--- config.mk ---
export PLATFORM = sky130hd
export DESIGN_NAME = tdm_demux1_4_flat
export DESIGN_NICKNAME = d
export VERILOG_FILES = /design/src/rtl/tdm_pkg.sv /design/src/rtl/tdm_demux1_4_if.sv /design/src/rtl/tdm_slot_ctr.sv /design/src/rtl/tdm_demux1_4.sv /design/src/flat_wrapper.sv
export SDC_FILE = /design/constraint.sdc
export NUM_CORES = 1
export LEC_CHECK = 0
export CORE_UTILIZATION = 47
export DETAILED_ROUTE_END_ITERATION = 10
export PLACE_DENSITY = 0.8
export SLEW_MARGIN = 25
export SYNTH_ARGS = -nofsm -noshare
export SYNTH_HDL_FRONTEND = slang
export SYNTH_SLANG_ARGS = --single-unit
--- constraint.sdc ---
create_clock -name clk -period 1.9 [get_ports clk]
set_input_delay 0.38 -clock clk [delete_from_list [all_inputs] [get_ports clk]]
set_output_delay 0.38 -clock clk [all_outputs]
set_load 0.02 [all_outputs]
--- src/rtl/tdm_pkg.sv ---
// Shared constants and types for the 4-slot TDM receive path.
package tdm_pkg;
   localparam int NUM_SLOTS = 4;
   localparam int SLOT_W    = 2;

   typedef enum logic {
      HUNT   = 1'b0,
      LOCKED = 1'b1
   } state_e;
endpackage

--- src/rtl/tdm_demux1_4_if.sv ---
// Serial-in / parallel-out bundle between the TDM link and the demux.
interface tdm_demux1_4_if #(parameter int W = 1);
   import tdm_pkg::*;

   logic [W-1:0]           din;
   logic                   din_valid;
   logic                   sync;
   logic [NUM_SLOTS*W-1:0] dout;
   logic [SLOT_W-1:0]      slot;
   logic                   frame_valid;
   logic                   sync_err;
   logic                   locked;

   modport master (output din, din_valid, sync,
                   input  dout, slot, frame_valid, sync_err, locked);
   modport slave  (input  din, din_valid, sync,
                   output dout, slot, frame_valid, sync_err, locked);
endinterface

--- src/rtl/tdm_slot_ctr.sv ---
// Slot index counter; clear beats load-to-1, which beats advance.
module tdm_slot_ctr
   import tdm_pkg::*;
(
   input  logic              clk,
   input  logic              rst_n,
   input  logic              advance,
   input  logic              load1,
   input  logic              clear,
   output logic [SLOT_W-1:0] slot,
   output logic              wrap
);
   logic [SLOT_W-1:0] slot_q, slot_d;

   always_comb begin
      slot_d = slot_q;
      wrap   = 1'b0;
      if (clear) begin
         slot_d = '0;
      end else if (load1) begin
         slot_d = SLOT_W'(1);
      end else if (advance) begin
         slot_d = slot_q + SLOT_W'(1);
         wrap   = (slot_q == SLOT_W'(NUM_SLOTS - 1));
      end
   end

   always_ff @(posedge clk or negedge rst_n) begin
      if (!rst_n) slot_q <= '0;
      else        slot_q <= slot_d;
   end

   assign slot = slot_q;
endmodule

--- src/rtl/tdm_demux1_4.sv ---
// TDM 1:4 demux: locks to slot-0 sync, collects slots 0..2 in a shadow
// register and publishes all four lanes together when slot 3 arrives.
module tdm_demux1_4
   import tdm_pkg::*;
#(
   parameter int W          = 1,
   parameter int MISS_LIMIT = 2
) (
   input  logic           clk,
   input  logic           rst_n,
   tdm_demux1_4_if.slave  bus
);
   localparam int MISS_W = (MISS_LIMIT > 1) ? $clog2(MISS_LIMIT) : 1;

   state_e                              state_q, state_d;
   logic [MISS_W-1:0]                   miss_q, miss_d;
   logic [NUM_SLOTS-2:0][W-1:0]         shadow_q, shadow_d;
   logic [NUM_SLOTS*W-1:0]              dout_q, dout_d;
   logic                                fv_q, fv_d;
   logic                                serr_q, serr_d;

   logic              adv, load1, clr, wrap;
   logic [SLOT_W-1:0] slot;

   tdm_slot_ctr u_slot_ctr (
      .clk     (clk),
      .rst_n   (rst_n),
      .advance (adv),
      .load1   (load1),
      .clear   (clr),
      .slot    (slot),
      .wrap    (wrap)
   );

   always_comb begin
      state_d  = state_q;
      miss_d   = miss_q;
      shadow_d = shadow_q;
      serr_d   = 1'b0;
      adv      = 1'b0;
      load1    = 1'b0;
      clr      = 1'b0;
      if (bus.din_valid) begin
         unique case (state_q)
            HUNT: begin
               if (bus.sync) begin
                  shadow_d[0] = bus.din;
                  load1       = 1'b1;
                  miss_d      = '0;
                  state_d     = LOCKED;
               end
            end
            LOCKED: begin
               if (bus.sync) begin
                  // A sync mid-frame restarts the frame at this sample.
                  serr_d      = (slot != '0);
                  shadow_d[0] = bus.din;
                  load1       = 1'b1;
                  miss_d      = '0;
               end else if (slot == '0) begin
                  if (int'(miss_q) + 1 < MISS_LIMIT) begin
                     shadow_d[0] = bus.din;
                     adv         = 1'b1;
                     miss_d      = miss_q + MISS_W'(1);
                  end else begin
                     clr     = 1'b1;
                     miss_d  = '0;
                     state_d = HUNT;
                  end
               end else begin
                  case (slot)
                     2'd1:    shadow_d[1] = bus.din;
                     2'd2:    shadow_d[2] = bus.din;
                     default: ;
                  endcase
                  adv = 1'b1;
               end
            end
            default: state_d = HUNT;
         endcase
      end
   end

   // Publication keys off the counter's wrap so dout only moves on a full frame.
   always_comb begin
      dout_d = dout_q;
      fv_d   = 1'b0;
      if (wrap) begin
         dout_d = {bus.din, shadow_q};
         fv_d   = 1'b1;
      end
   end

   always_ff @(posedge clk or negedge rst_n) begin
      if (!rst_n) begin
         state_q  <= HUNT;
         miss_q   <= '0;
         shadow_q <= '0;
         dout_q   <= '0;
         fv_q     <= 1'b0;
         serr_q   <= 1'b0;
      end else begin
         state_q  <= state_d;
         miss_q   <= miss_d;
         shadow_q <= shadow_d;
         dout_q   <= dout_d;
         fv_q     <= fv_d;
         serr_q   <= serr_d;
      end
   end

   assign bus.dout        = dout_q;
   assign bus.slot        = slot;
   assign bus.frame_valid = fv_q;
   assign bus.sync_err    = serr_q;
   assign bus.locked      = (state_q == LOCKED);
endmodule
--- src/flat_wrapper.sv ---
// flat-port wrapper written by rule: the top's interface ports become plain ports
module tdm_demux1_4_flat import tdm_pkg::*;
#(
   parameter int W          = 1,
   parameter int MISS_LIMIT = 2
)
  (clk, rst_n, bus_din, bus_din_valid, bus_sync, bus_dout, bus_slot, bus_frame_valid, bus_sync_err, bus_locked);
  tdm_demux1_4_if #(.W(W)) bus_i ();
  input  logic clk;
  input  logic rst_n;
  input wire logic [$bits(bus_i.din)-1:0] bus_din;
  input wire logic [$bits(bus_i.din_valid)-1:0] bus_din_valid;
  input wire logic [$bits(bus_i.sync)-1:0] bus_sync;
  output wire logic [$bits(bus_i.dout)-1:0] bus_dout;
  output wire logic [$bits(bus_i.slot)-1:0] bus_slot;
  output wire logic [$bits(bus_i.frame_valid)-1:0] bus_frame_valid;
  output wire logic [$bits(bus_i.sync_err)-1:0] bus_sync_err;
  output wire logic [$bits(bus_i.locked)-1:0] bus_locked;
  assign bus_i.din = bus_din;
  assign bus_i.din_valid = bus_din_valid;
  assign bus_i.sync = bus_sync;
  assign bus_dout = bus_i.dout;
  assign bus_slot = bus_i.slot;
  assign bus_frame_valid = bus_i.frame_valid;
  assign bus_sync_err = bus_i.sync_err;
  assign bus_locked = bus_i.locked;
  tdm_demux1_4 #(.W(W), .MISS_LIMIT(MISS_LIMIT)) u_core (.clk(clk), .rst_n(rst_n), .bus(bus_i));
endmodule
* Word-level counts from Yosys, hierarchy flattened *
Index checks and enable logic that the tools add are counted.

word-level totals
  output and inout bits = 9
  word-level logic and storage cells = 63
  bits of input ports = 5
  register bits = 13

cells by class
  equal/unequal tests = 6
  bitwise operators = 3
  $lt $le $gt $ge = 1
  muxes and demuxes = 34
  reductions and logical operators = 7
  add/sub/neg operators = 3

operators by type and width
  operator                                             number
  < comparator 32 x 3 -> 1 bit, second input constant  1
  2-to-1 mux 1 bit                                     28
  AND reduction 5 bit                                  2
  2-to-1 mux 2 bit                                     3
  inequality test 3 bit, second input constant         2
  one-hot mux 1 bit (2 select lines)                   3
  equality test 2 bit, second input constant           2
  AND reduction 4 bit                                  1
  inverter 1 bit                                       3
  AND reduction 3 bit                                  1
  nonzero test 3 bit                                   1
  adder 1 x 1 -> 2 bit, second input constant          1
  adder 2 x 1 -> 2 bit, second input constant          1
  equality test 2 x 1 -> 1 bit, second input constant  1
  logical NOT 2 bit                                    1
  inequality test 2 bit, second input constant         1
  nonzero test 2 bit                                   1
  adder 1 bit, second input constant                   1

* Longest topological paths before layout *
Gate-level depths: netlist (run 1).

  depth in word-level cells = 11
  depth in mapped cells = 5
  gate-level depth less buffers = 5

* By module *
From an unflattened synthesis (run 1), not the netlist that was laid out.

unflattened totals
  cells, all modules = 46
  area, all modules = 588.1 um2

modules (own cells, without submodules)
  module        area an instance (um2)  instances  seq. area each (um2)  cells an instance
  tdm_demux1_4  484.2                   1          275.3                 36
  tdm_slot_ctr  103.8                   1          50.0                  10

* Worst setup path before layout (run 1) *
Ideal clock, no wire load.

  path type = register to register
  start = register u_core.u_slot_ctr.slot_q[0] (netlist: u_core.u_slot_ctr.slot[0])
  end = register u_core.shadow_q[0] (netlist name)
  buffers on the path = 0
  data arrival time = 1.553 ns
  library setup time = 0.125 ns
  path slack = 0.222 ns
  stages on the path, launching flop included = 6
  clock period less this slack = 1.678 ns
  required time = 1.775 ns
  path through = dfrtp_1 > inv_1 > ha_1 > and3b_2 > o21ai_0 > mux2_2

on the way
  word-level cells in the longest chain between the ends = 3

ends and longest elaborated chain
  element                                 RTL line             text
  from (decl)                             tdm_slot_ctr.sv:13   logic [SLOT_W-1:0] slot_q, slot_d;
  from (signal assigned)                  tdm_slot_ctr.sv:30   else slot_q <= slot_d;
  logical NOT 2 bit                       tdm_demux1_4.sv:60   end else if (slot == '0) begin
  inequality test 3 bit (no source line)  --
  AND reduction 4 bit (no source line)    --
  to (signal assigned)                    tdm_demux1_4.sv:105  shadow_q <= shadow_d;
  to (decl)                               tdm_demux1_4.sv:17   logic [NUM_SLOTS-2:0][W-1:0] shadow_q, shadow_d;

Every way passes these cells.
A chain may end at the register's enable or synchronous reset.

* Worst setup path after layout (run 1) *
  start = register u_core.state_q (netlist: u_core.bus.locked)
  end = output port bus_locked

RTL lines
  element                 RTL line             text
  from (decl)             tdm_demux1_4.sv:15   state_e state_q, state_d;
  from (signal assigned)  tdm_demux1_4.sv:103  state_q <= state_d;
  to (decl)               flat_wrapper.sv:18   output wire logic [$bits(bus_i.locked)-1:0] bus_locked;

No word-level cell between the ends.

==> out/metrics.yaml, run 1 <==
syn_avg_cell_area_um2: 13.2
critPathKind: "reg2out"
wl_met3_um: 33
synthTopCellsByArea: "dfrtp_1, mux2_2, ha_1"
cts-resized-gates: 0
die-width_um: 38.7
multiInputGateArea_um2: 284
synth_most_common_cell: "dfrtp_1"
rows: 12
top_layer: "met3"
fin_tns_setup_ns: 0
fillers: 92
grt_max_degree: 14
setup_viol: 0
hp-class: "in2async"
wl_met2_um: 553
drt-pass1-iter-count: 2
via_per_inst: 5.31
fin_nets: 76
vias: 425
crit_fanout: 9
drc_errors: 0
worstPathArrival_ns: 1.45
syn2layout_area_growth_pct: 28.7
place.gp.congestion: 0.652
wl_per_cell_um: 13.6
dpl_cell_area_um2: 787
cts_buffers: 3
synth_edf_count: 0
leakagePower_nw: 0.370
status: "complete, no violations"
critical_path.slowest_cell: "clkdlybuf4s50_1"
async_reset_ff_share_pct: 100
hold_buffers: 0
die_h_um: 38.7
synth_common_cells: "dfrtp_1, mux2_2, ha_1, inv_1, nand2_1"
post-route-util_pct: 69.4
grt_first_pass_wirelength_um: 1780
vdd_drop_max_mv: 0.660
gr-total-overflow: 0
cts_tree: "yes"
track_usage_pct: 18.4
port_buffers: 13
post_cts_buffers: 0
path_cells: "clkdlybuf4s50_1"
synth_seq_cells: 13
worst_pin_slew_ns: 0.571
synth-seq-area-share_pct: 51.5
slew_violations: 0
endpoint_kind: "primary output"
timing.fmax_mhz: 546
cts_sinks: 13
core_um2: 1170
finalHoldViolCount: 0
min_period_over_period_pct: 96.5
worst-path-buf-inv: 1
clockBufferDepth: 2
syn-num-nets: 57
clkTransAtPathRegs_ns: 0.08
clk-insertion-delay-late_ns: 0.27
start_kind: "flop"
cap_violations: 0
synth_area_leader_cell: "dfrtp_1"
antenna_found_initial: 0
ys_warn_count: 0
whs_ns: 0.476
finalInstanceArea_um2: 813
cp_slowest_stage_delay_ns: 0.67
path_delay_family: "buffers and inverters"
root_buffer: "clkbuf_4"
ys_types: 21
grt_pass1_vias: 419
totalWireLength_um: 1090
initial_core_util_pct: 54.0
worst_clock_skew_ns: 0.00579
die_area_um2: 1490
drt-met1-wl_um: 499
syn_area_um2: 632
h-tree-depth: 1
rsz0062_at_grt: "no"
p_per_area_nw_per_um2: 1380
first_iter_violations: 1
power_mw: 1.12
synth_top_area_share_pct: 51.5
required_ns: 1.52
syn_inst: 48
num_antenna_cells: 0
ioPinCount: 14
slew_headroom_pct: 61.8
seqCellArea_um2: 325
drive_gt1_share_pct: 28.8
period_minus_slack_ns: 1.83
postRouteAntennaNets: 0
ys.flop_type: "dfrtp_1"
==> worst paths after layout <==
path | start | endpoint | slack (ns) | depth (start not counted)
setup / recovery | u_core.bus.locked$_DFFE_PN0P_ | bus_locked | 0.07 | 1
hold / removal | rst_n | u_core.bus.dout[3]$_DFFE_PN0P_ | 0.48 | 1
setup reg to reg | u_core.u_slot_ctr.slot[0]$_DFFE_PN0P_ | u_core.shadow_q[0]$_DFFE_PN0P_ | 0.22 | 5
hold reg to reg | u_core.bus.dout[2]$_DFFE_PN0P_ | u_core.bus.dout[2]$_DFFE_PN0P_ | 0.50 | 1
max in group asynchronous | rst_n | u_core.u_slot_ctr.slot[1]$_DFFE_PN0P_ | 1.05 | 1
min in group clk | u_core.bus.dout[2]$_DFFE_PN0P_ | u_core.bus.dout[2]$_DFFE_PN0P_ | 0.50 | 1
==> cell families after synthesis <==
family	count (synthesis)	synth area share [%]
DFF	13	51.5
and+or+nand+nor	10	14.1
AOI/OAI and AO/OA	9	10.5
muxes	7	12.5
buffers and inverters	5	3.56
adders and majority gates	4	7.92
==> layout by cell type, fill, tap and decap left out <==
cell	n
a21oi_1	1
and3b_2	1
buf_4	2
clkdlybuf4s50_1	13
o22ai_1	2
dfrtp_1	13
clkbuf_4	3
inv_1	4
nor3b_1	1
a22o_1	1
o21ai_0	1
nand3_1	1
mux2_2	7
and4bb_2	1
clkbuf_1	1
a22o_2	1
a31o_2	1
nand2_1	3
and2b_2	1
ha_1	4
a41oi_1	1
a21boi_0	1
nand4bb_4	1
nand2_2	1
==> registers in the layout, indices dropped and copies added, names as in the netlist <==
name and flops:
u_core.u_slot_ctr.slot 2, u_core.miss_q 1, u_core.bus.dout 4, u_core.shadow_q 3, u_core.bus.locked 1, u_core.bus.sync_err 1
u_core.bus.frame_valid 1
==> final cells by class <==
class | count | share of cell area (%)
multi-input combinational | 30 | 34.9
timing repair buffer | 15 | 17.8
clock buffer | 4 | 3.23
inverter | 4 | 1.85
sequential | 13 | 40.0
tap | 14 | 2.15
==> through the flow <==
stage / setup WS (ns) / cells
floorplan: 0.222 / 48
finish: 0.0674 / 80
CTS: 0.0668 / 80
global placement: 0.176 / 76
detailed placement: 0.142 / 76
global route: 0.0258 / 80
==> layer usage <==
layer	track usage, %	vias to the layer above
li1	-	209
met3	5.20	0
met2	30.0	10
met5	0	-
met1	22.4	206
met4	7.76	0
==> where the power goes <==
group / internal, mW / switching (mW) / leakage [nW]
Sequential: 0.379 / 0.0863 / 0.162
Combinational: 0.268 / 0.228 / 0.193
Clock: 0.0811 / 0.0802 / 0.0150
Power figures use the tool's default switching activity.
==> run 2: changes to the inputs <==
Settings changed: CAP_MARGIN from default to 20.
==> results of run 2 <==
The final DEF is identical to that of run 1; final timing and power are the same.
